File: src/rtl/fetch_unit_pkg.sv
// Shared definitions for the instruction fetch unit: FSM encoding, RV32I opcodes,
// the canonical NOP and instruction field positions.
package fetch_unit_pkg;

    typedef enum logic [1:0] {
        F_REQ  = 2'd0,
        F_WAIT = 2'd1,
        F_DROP = 2'd2
    } fetch_state_t;

    localparam logic [31:0] NOP_WORD = 32'h0000_0013;  // addi x0, x0, 0

    localparam logic [6:0] OP_LUI    = 7'b0110111;
    localparam logic [6:0] OP_AUIPC  = 7'b0010111;
    localparam logic [6:0] OP_JAL    = 7'b1101111;
    localparam logic [6:0] OP_JALR   = 7'b1100111;
    localparam logic [6:0] OP_BRANCH = 7'b1100011;
    localparam logic [6:0] OP_LOAD   = 7'b0000011;
    localparam logic [6:0] OP_STORE  = 7'b0100011;
    localparam logic [6:0] OP_IMM    = 7'b0010011;
    localparam logic [6:0] OP_REG    = 7'b0110011;

    localparam int OPCODE_LSB  = 0;
    localparam int OPCODE_MSB  = 6;
    localparam int FUNCT3_LSB  = 12;
    localparam int FUNCT3_MSB  = 14;
    localparam int FUNCT75_BIT = 30;

    function automatic logic [31:0] word_align(input logic [31:0] addr);
        return {addr[31:2], 2'b00};
    endfunction

endpackage

File: src/rtl/fetch_buffer.sv
// Two-entry {pc, instr} FIFO between instruction memory and decode.
module fetch_buffer #(
    parameter int DATA_W = 32
) (
    input  logic              clk,
    input  logic              rst,
    input  logic              flush,
    input  logic              push,
    input  logic [DATA_W-1:0] push_pc,
    input  logic [DATA_W-1:0] push_instr,
    input  logic              pop,
    output logic [DATA_W-1:0] head_pc,
    output logic [DATA_W-1:0] head_instr,
    output logic [1:0]        count
);

    logic [DATA_W-1:0] pc_mem    [2];
    logic [DATA_W-1:0] instr_mem [2];
    logic              wr_ptr;
    logic              rd_ptr;
    logic              do_push;
    logic              do_pop;

    // A push into a full buffer is only legal when the head leaves in the same cycle.
    assign do_pop  = pop && (count != 2'd0);
    assign do_push = push && ((count != 2'd2) || do_pop);

    assign head_pc    = pc_mem[rd_ptr];
    assign head_instr = instr_mem[rd_ptr];

    always_ff @(posedge clk or posedge rst) begin
        if (rst) begin
            wr_ptr <= 1'b0;
            rd_ptr <= 1'b0;
            count  <= 2'd0;
        end else if (flush) begin
            wr_ptr <= 1'b0;
            rd_ptr <= 1'b0;
            count  <= 2'd0;
        end else begin
            if (do_push) wr_ptr <= ~wr_ptr;
            if (do_pop)  rd_ptr <= ~rd_ptr;
            case ({do_push, do_pop})
                2'b10:   count <= count + 2'd1;
                2'b01:   count <= count - 2'd1;
                default: count <= count;
            endcase
        end
    end

    always_ff @(posedge clk) begin
        if (do_push && !flush) begin
            pc_mem[wr_ptr]    <= push_pc;
            instr_mem[wr_ptr] <= push_instr;
        end
    end

endmodule

File: src/rtl/fetch_unit.sv
// Instruction fetch stage: one outstanding memory request, two-entry
// instruction buffer, redirect handling with stale-response discard.
module fetch_unit
    import fetch_unit_pkg::*;
#(
    parameter logic [31:0] RESET_PC  = 32'h0000_0000,
    parameter logic [31:0] NOP_INSTR = NOP_WORD
) (
    input  logic        clk,
    input  logic        rst,
    output logic        imem_req_valid,
    input  logic        imem_req_ready,
    output logic [31:0] imem_addr,
    input  logic        imem_rsp_valid,
    input  logic [31:0] imem_rsp_data,
    input  logic        redirect,
    input  logic [31:0] redirect_target,
    output logic        if_valid,
    input  logic        if_ready,
    output logic [31:0] if_instr,
    output logic [31:0] if_pc,
    output logic [31:0] if_pc_plus4,
    output logic [6:0]  opcode,
    output logic [2:0]  funct3,
    output logic        funct75
);

    fetch_state_t state;
    logic [31:0]  fetch_pc;
    logic [31:0]  wait_pc;
    logic [31:0]  hold_pc;
    logic [31:0]  head_pc;
    logic [31:0]  head_instr;
    logic [1:0]   count;
    logic         req_fire;
    logic         rsp_push;
    logic         pop;

    // Outstanding count is zero in F_REQ, so the buffer occupancy alone gates issue.
    assign imem_req_valid = !rst && (state == F_REQ) && (count < 2'd2) && !redirect;
    assign imem_addr      = fetch_pc;
    assign req_fire       = imem_req_valid && imem_req_ready;
    assign rsp_push       = (state == F_WAIT) && imem_rsp_valid && !redirect;
    assign if_valid       = (count != 2'd0);
    assign pop            = if_valid && if_ready && !redirect;

    fetch_buffer #(
        .DATA_W(32)
    ) u_buffer (
        .clk        (clk),
        .rst        (rst),
        .flush      (redirect),
        .push       (rsp_push),
        .push_pc    (wait_pc),
        .push_instr (imem_rsp_data),
        .pop        (pop),
        .head_pc    (head_pc),
        .head_instr (head_instr),
        .count      (count)
    );

    always_ff @(posedge clk or posedge rst) begin
        if (rst) begin
            state    <= F_REQ;
            fetch_pc <= word_align(RESET_PC);
            hold_pc  <= 32'h0000_0000;
        end else begin
            if (redirect)      fetch_pc <= word_align(redirect_target);
            else if (req_fire) fetch_pc <= fetch_pc + 32'd4;

            if (if_valid) hold_pc <= head_pc;

            case (state)
                F_REQ: begin
                    if (req_fire) state <= F_WAIT;
                end
                F_WAIT: begin
                    if (imem_rsp_valid) state <= F_REQ;
                    else if (redirect)  state <= F_DROP;
                end
                F_DROP: begin
                    if (imem_rsp_valid) state <= F_REQ;
                end
                default: state <= F_REQ;
            endcase
        end
    end

    always_ff @(posedge clk) begin
        if (req_fire) wait_pc <= fetch_pc;
    end

    // When empty, decode sees a NOP tagged with the last presented address.
    assign if_instr    = if_valid ? head_instr : NOP_INSTR;
    assign if_pc       = if_valid ? head_pc : hold_pc;
    assign if_pc_plus4 = if_pc + 32'd4;
    assign opcode      = if_instr[OPCODE_MSB:OPCODE_LSB];
    assign funct3      = if_instr[FUNCT3_MSB:FUNCT3_LSB];
    assign funct75     = if_instr[FUNCT75_BIT];

endmodule

File: config.mk
export PLATFORM = sky130hd
export DESIGN_NAME = fetch_unit
export DESIGN_NICKNAME = d
export VERILOG_FILES = /design/src/rtl/fetch_unit_pkg.sv /design/src/rtl/fetch_buffer.sv /design/src/rtl/fetch_unit.sv
export SDC_FILE = /design/constraint.sdc
export NUM_CORES = 1
export LEC_CHECK = 0
export ABC_CLOCK_PERIOD_IN_PS = 7250
export CELL_PAD_IN_SITES_DETAIL_PLACEMENT = 2
export CELL_PAD_IN_SITES_GLOBAL_PLACEMENT = 2
export CORE_MARGIN = 2
export CORE_UTILIZATION = 34
export DETAILED_ROUTE_END_ITERATION = 10
export GPL_TIMING_DRIVEN = 0
export PLACE_DENSITY_LB_ADDON = 0.1
export SLEW_MARGIN = 20
export SYNTH_ARGS = -nofsm -noshare
export SYNTH_HDL_FRONTEND = slang
export SYNTH_SLANG_ARGS = --single-unit
File: constraint.sdc
create_clock -name clk -period 7.25 [get_ports clk]
set_clock_uncertainty 0.2 [all_clocks]
set_input_delay 1.45 -clock clk [delete_from_list [all_inputs] [get_ports clk]]
set_output_delay 1.45 -clock clk [all_outputs]
set_load 0.02 [all_outputs]
* Word level (Yosys, flattened, before mapping)
Memories as Yosys holds them, arrays and structs flattened.
Index checks and enable logic that the tools add are counted.
** Word-level totals
- Memory bits (writable) :: 128
- Input port bits :: 70
- Bits in registers :: 102
- Word-level logic and storage cells :: 62
- Output and inout port bits :: 141
- Memories :: 2
** Memories
- u_buffer.instr_mem :: depth 2, bits a word 32, read ports 1, clocked after Yosys merged registers in 0, write ports 1, line fetch_buffer.sv:18 : logic [DATA_W-1:0] instr_mem [2];
- u_buffer.pc_mem :: depth 2, bits a word 32, read ports 1, clocked after Yosys merged registers in 0, write ports 1, line fetch_buffer.sv:17 : logic [DATA_W-1:0] pc_mem [2];
** Operators by class
- Muxes and demuxes :: 17
- Reduce and logical (&&, ||, !) cells :: 21
- Bitwise gates (word level) :: 2
- Add/sub/neg operators :: 4
- Equality and inequality tests :: 8
- Magnitude comparators :: 1
** Operators with widths (number)
- $mux W32 :: 4
- $add A32 B3 Y32 const B :: 2
- $logic_and A1 B1 Y1 :: 11
- $mux W2 :: 5
- $reduce_bool A2 Y1 :: 4
- $mux W1 :: 6
- $ne A2 B2 Y1 const B :: 3
- $pmux W2 S3 :: 1
- $eq A2 B1 Y1 const B :: 2
- $eq A2 B2 Y1 const B :: 2
- $pmux W2 S2 :: 1
- $ne A3 B3 Y1 const B :: 1
- $reduce_and A3 Y1 :: 1
- $reduce_bool A3 Y1 :: 1
- $add A2 B1 Y2 const B :: 1
- $logic_not A1 Y1 :: 2
- $logic_not A2 Y1 :: 1
- $lt A2 B2 Y1 const B :: 1
- $not A1 Y1 :: 2
- $sub A2 B1 Y2 const B :: 1
- $logic_or A1 B1 Y1 :: 1

* Logic depth before layout (Yosys ltp)
- Word-level depth :: 9
- Depth in mapped cells :: 10
- Mapped depth without buffers :: 9

* Cells and area by module
From an unflattened synthesis, not the netlist that was laid out.
** Unflattened totals
- Cells, all modules :: 772
- Area, all modules :: 10063.4 um^2
** Modules (own cells, without submodules)
- fetch_unit :: area an instance 5201.2 um^2, times used 1, cells each 547
- fetch_buffer :: area an instance 4862.2 um^2, times used 1, cells each 225

* Least setup slack after synthesis
Ideal clock, no wire load.
- Path type :: in2reg
- Start point :: in imem_rsp_valid
- End point :: mem u_buffer.instr_mem[1][0], enable pin
- Stages :: 3
- Arrival :: 6.597 ns
- Path slack :: -0.118 ns
- Buffers on the path :: 0
- Library setup time :: 0.571 ns
- Cell sequence :: nor3b_1 -> o31ai_1 -> nor3b_1
** On the way
- Longest elaborated chain between the ends :: 6
** RTL lines
- from (decl) :: line fetch_unit.sv:14 : input logic imem_rsp_valid,
- $logic_and A1 B1 Y1 (2 in a row) :: line fetch_unit.sv:43 : assign rsp_push = (state == F_WAIT) && imem_rsp_valid && !redirect;
- $logic_and A1 B1 Y1 :: line fetch_buffer.sv:26 : assign do_push = push && ((count != 2'd2) || do_pop);
- $logic_and A1 B1 Y1 :: line fetch_buffer.sv:52 : if (do_push && !flush) begin
- $mux W1 :: line fetch_buffer.sv:52
- $mux W1 (not written as such) :: line fetch_buffer.sv:54 : instr_mem[wr_ptr] <= push_instr;
- to (decl) :: line fetch_buffer.sv:18
Every way passes these cells.

* Final worst setup path
- Start point :: reg u_buffer.count[0]
- End point :: out if_pc_plus4[26]
** On the way
- Longest elaborated chain between the ends :: 3
** RTL lines
- from (decl) :: line fetch_buffer.sv:14 : output logic [1:0] count
- from (signal assigned) :: line fetch_buffer.sv:44 : 2'b10: count <= count + 2'd1;
- from (signal assigned) :: line fetch_buffer.sv:45 : 2'b01: count <= count - 2'd1;
- from (signal assigned) :: line fetch_buffer.sv:46 : default: count <= count;
- $reduce_bool A2 Y1 :: line fetch_unit.sv:44 : assign if_valid = (count != 2'd0);
- $mux W32
- $add A32 B3 Y32 :: line fetch_unit.sv:96 : assign if_pc_plus4 = if_pc + 32'd4;
- to (decl) :: line fetch_unit.sv:22 : output logic [31:0] if_pc_plus4,
Every way passes these cells.

==> impl_metrics.env <==
export IMPL_synth_xor_xnor_area_share_pct=2.78
export IMPL_cp_data_required_time_ns=5.60
export IMPL_timing_final_hold_violations=0
export IMPL_critical_path_arrival_ns=3.85
export IMPL_count_of_maximum_capacitance_violations=0
export IMPL_instances_no_fill=1340
export IMPL_reg2reg_to="u_buffer.instr_mem[1][23]$_DFFE_PP_"
export IMPL_synth_mux_area_fraction_pct=7.19
export IMPL_place_congestion=0.774
export IMPL_layout_drive_gt1_share_pct=12.3
export IMPL_detail_route_first_pass_iterations=6
export IMPL_number_of_enable_flip_flop_cells_after_synthesis=154
export IMPL_ctsRootBufferMaster="clkbuf_16"
export IMPL_area_growth_from_synthesis_to_layout_pct=39.0
export IMPL_synth_seq_cells=222
export IMPL_ant_nets=0
export IMPL_critical_path_endpoint_type="output port"
export IMPL_drc=0
export IMPL_grt_antenna_before_repair=1
export IMPL_timing_critical_path_from_type="register"
export IMPL_area_share_of_fa_ha_maj_cells_after_synthesis_pct=0.265
export IMPL_routed_length_per_placed_instance_um=21.5
export IMPL_cts_setup_buffers=0
export IMPL_floorplan_rows=61
export IMPL_clock_tree_buffer_depth=3
export IMPL_io_pins=211
export IMPL_vias_per_cell=5.06
export IMPL_detailroute_via_count=6775
export IMPL_synth_largest_area_cell="edfxtp_1"
export IMPL_power_share_sequential_pct=39.3
export IMPL_yosysTopAreaCellShare_pct=48.9
export IMPL_grt_first_pass_wirelength_um=44900
export IMPL_largest_stage_delay_worst_path_ns=0.67
export IMPL_post_dp_hpwl_um=21200
export IMPL_yosysWarnings=0
export IMPL_max_vdd_ir_drop_v=0.000162
export IMPL_worst_hold_path_endpoint="u_buffer.pc_mem[0][12]$_DFFE_PP_"
export IMPL_comb_power_share_pct=23.1
export IMPL_path_max_fanout=10
export IMPL_postCtsResizedCells=0
export IMPL_timing_final_setup_violations=0
export IMPL_min_delay_path_class="register to register"
export IMPL_yosys_area_share_simple_pct=11.9
export IMPL_async_flop_share_pct=30.6
export IMPL_mappedNetlistArea_um2=9450
export IMPL_grt_setup_unrepaired="false"
export IMPL_count_of_pins_over_their_slew_limit=0
export IMPL_grt_max_degree=38
export IMPL_drt_total_wl_um=28900
export IMPL_die_height_um=171
export IMPL_regToRegSetupSlack_ns=4.19
export IMPL_first_global_vias=7689
export IMPL_hold_path_depth=0
export IMPL_layout_worst_path_cycle_share_pct=75.8
export IMPL_crit_buf_inv=4
export IMPL_slew_headroom_pct=42.2
export IMPL_ys_types=62
export IMPL_worstRegToRegCells=6
export IMPL_seqCellArea_um2=6330
export IMPL_tritoncts="yes"
export IMPL_worstMarginPinSlew_ns=0.868
export IMPL_path_delay_family="simple AND/OR/NAND/NOR gates"
export IMPL_power_switching_mw=1.08
export IMPL_reg2reg_from="state[0]$_DFFE_PP0P_"
export IMPL_synth_flop_cell="edfxtp_1"
export IMPL_syn_mean_instance_area_um2=13.7
export IMPL_sw_share_pct=28.2
export IMPL_clock_sink_count=222
export IMPL_buffer_ports_inserted=206
export IMPL_cts_max_level=1
export IMPL_power_report_internal_total_mw=2.75
export IMPL_worstSetupPathType="register to output port"
export IMPL_finalWorstPathRequiredPeriod_ns=5.50
export IMPL_clock_latency_ns=0.52
export IMPL_initial_core_util_pct=34.3
export IMPL_crit_path_top_delay_cell="clkdlybuf4s50_1"
export IMPL_design_power_total_mw=3.84
export IMPL_clock_power_share_pct=37.6
export IMPL_place_worst_setup_slack_ns=2.33
export IMPL_synth_area_top_cells="edfxtp_1 49%, dfrtp_1 18%, mux2i_1 6.6%"
export IMPL_critical_path_cell_chain="nor2_2 > inv_4 > buf_6 > mux2i_1 > inv_1 > ha_1 > nor3b_2 > nand2_2 > nor4_1 > xor2_1 > clkdlybuf4s50_1"
export IMPL_drt_first_iter_violations=282
export IMPL_timing_fmax_mhz=182
export IMPL_placedCellCount=1291
export IMPL_multi_input_comb_area_um2=2800
export IMPL_overflow_after_grt=0
export IMPL_grt_use_total_pct=19.9
export IMPL_design_die_area_um2=29100
export IMPL_synth_compound_area_share_pct=7.24
export IMPL_fillCellCount=2690
export IMPL_synth_seq_area_share_pct=67.0
export IMPL_tritoncts_num_buffers=26
export IMPL_die_width_um=171
export IMPL_power_static_leakage_nw=4.60
export IMPL_hold_path_startpoint="wait_pc[12]$_DFFE_PP_"
export IMPL_pwr_density_cell_nw_per_um2=292
export IMPL_cts_hold_fix_buffers=0
export IMPL_dominant_combinational_cell_family_by_area_after_synthesis="simple AND/OR/NAND/NOR gates"
export IMPL_postSynthCellCount=691
export IMPL_run_status="finished, final reports clean"
export IMPL_tns_ns=0
export IMPL_cts_clk_slew_worst_paths_ns=0.06
export IMPL_core_region_area_um2=27600
export IMPL_final_net_count=1013
export IMPL_postLayoutSetupSlackWorst_ns=1.75
-- how the worst max path moves through the flow --
stage                                             start                                 end  slack, ns  cells after the start
after floorplan                          imem_rsp_valid  u_buffer.instr_mem[0][0]$_DFFE_PP_       0.23                      3
after global placement                   imem_rsp_valid  u_buffer.instr_mem[0][0]$_DFFE_PP_      -3.21                      4
after detailed placement  u_buffer.count[0]$_DFFE_PP0P_                     if_pc_plus4[31]       2.33                      8
after CTS                 u_buffer.count[0]$_DFFE_PP0P_                     if_pc_plus4[26]       1.67                     11
after global routing      u_buffer.count[0]$_DFFE_PP0P_                     if_pc_plus4[26]       1.54                     11
final                     u_buffer.count[0]$_DFFE_PP0P_                     if_pc_plus4[26]       1.75                     11
-- power groups by stage --
stage	combinational (mW)	clock [mW]	sequential, mW
floorplan	0.440	0	1.53
global placement	0.862	0	1.53
detailed placement	0.889	0	1.53
CTS	0.898	1.48	1.51
global route	0.947	1.52	1.52
finish	0.885	1.44	1.51
-- Yosys cell counts, types with 2 or more instances --
cell and count:
xnor2_1 15, and2_1 7, nand3_1 19, nand4_1 4
nor2_1 44, nor3_1 32, mux2i_1 62, o21ai_0 23
a21oi_1 14, a21oi_2 10, nor4b_2 2, buf_4 19
nand2_1 57, nand2b_1 2, xor2_1 15, a21o_1 4
nor3b_1 6, clkbuf_1 12, nor4_2 4, o211ai_1 6
o21ai_1 2, buf_6 3, inv_1 16, o311ai_0 10
nor4_1 7, and3_1 6, mux2_2 4, o311ai_1 2
nand3b_1 3, ha_1 2, a221o_1 11, dfrtp_1 68
edfxtp_1 154, nor4b_1 2, and4_1 6, buf_2 3
a31oi_1 4, a41oi_1 2, buf_1 6
-- placed cells by master (no fill, tap or decap), types with 14 or more instances in the layout --
cell type and n:
a21oi_1 14, buf_4 27, clkbuf_1 14, clkbuf_16 27, clkdlybuf4s50_1 206, dfrtp_1 68
edfxtp_1 154, inv_1 15, mux2i_1 62, nand2_1 57, nand3_1 19, nor2_1 44
nor3_1 31, o21ai_0 23, xnor2_1 15, xor2_1 15
-- state kept, by name (all words and copies together), names as in the netlist --
signal / cells
imem_addr: 30
u_buffer.count: 2
hold_pc: 32
u_buffer.instr_mem: 64
u_buffer.rd_ptr: 1
u_buffer.pc_mem: 60
state: 2
u_buffer.wr_ptr: 1
wait_pc: 30
-- through the flow --
| stage | area [um2] | hold WS, ns | utilization (%) |
|---|---|---|---|
| finish | 13100 | 0.250 | 47.7 |
| global route | 13100 | 0.262 | 47.7 |
| CTS | 13100 | 0.253 | 47.7 |
| detailed placement | 12200 | 0.238 | 44.2 |
| global placement | 12000 | 0.230 | 43.5 |
| floorplan | 9460 | 0.221 | - |
-- layer usage --
metal  global-route usage, %  share of wire, %  wire (um)  up-vias
li1                        -                 -          -     3079
met1                    25.6                43      12500     3451
met2                    35.3                50      14500      209
met3                    3.03               5.1       1460       36
met4                    4.38               1.5        434        0
met5                       0                 0          0        -
-- area by class of cell --
class | instances | share of cell area [%]
clock buffer | 30 | 5.23
antenna | 1 | 0.0191
tap | 378 | 3.60
multi-input combinational | 408 | 21.3
timing repair buffer | 221 | 17.0
buffer | 44 | 2.10
clock inverter | 18 | 2.03
sequential | 222 | 48.2
inverter | 18 | 0.553
-- cell families (layout without fill, tap and decap cells) --
logic type	Yosys count	after routing
DFF	222	222
and+or+nand+nor	211	211
AOI/OAI and AO/OA	96	96
muxes	67	67
buffers and inverters	62	331
xor gates and xnor gates	30	30
adders and majority gates	2	2
other	1	3
Power figures use the tool's default switching activity.
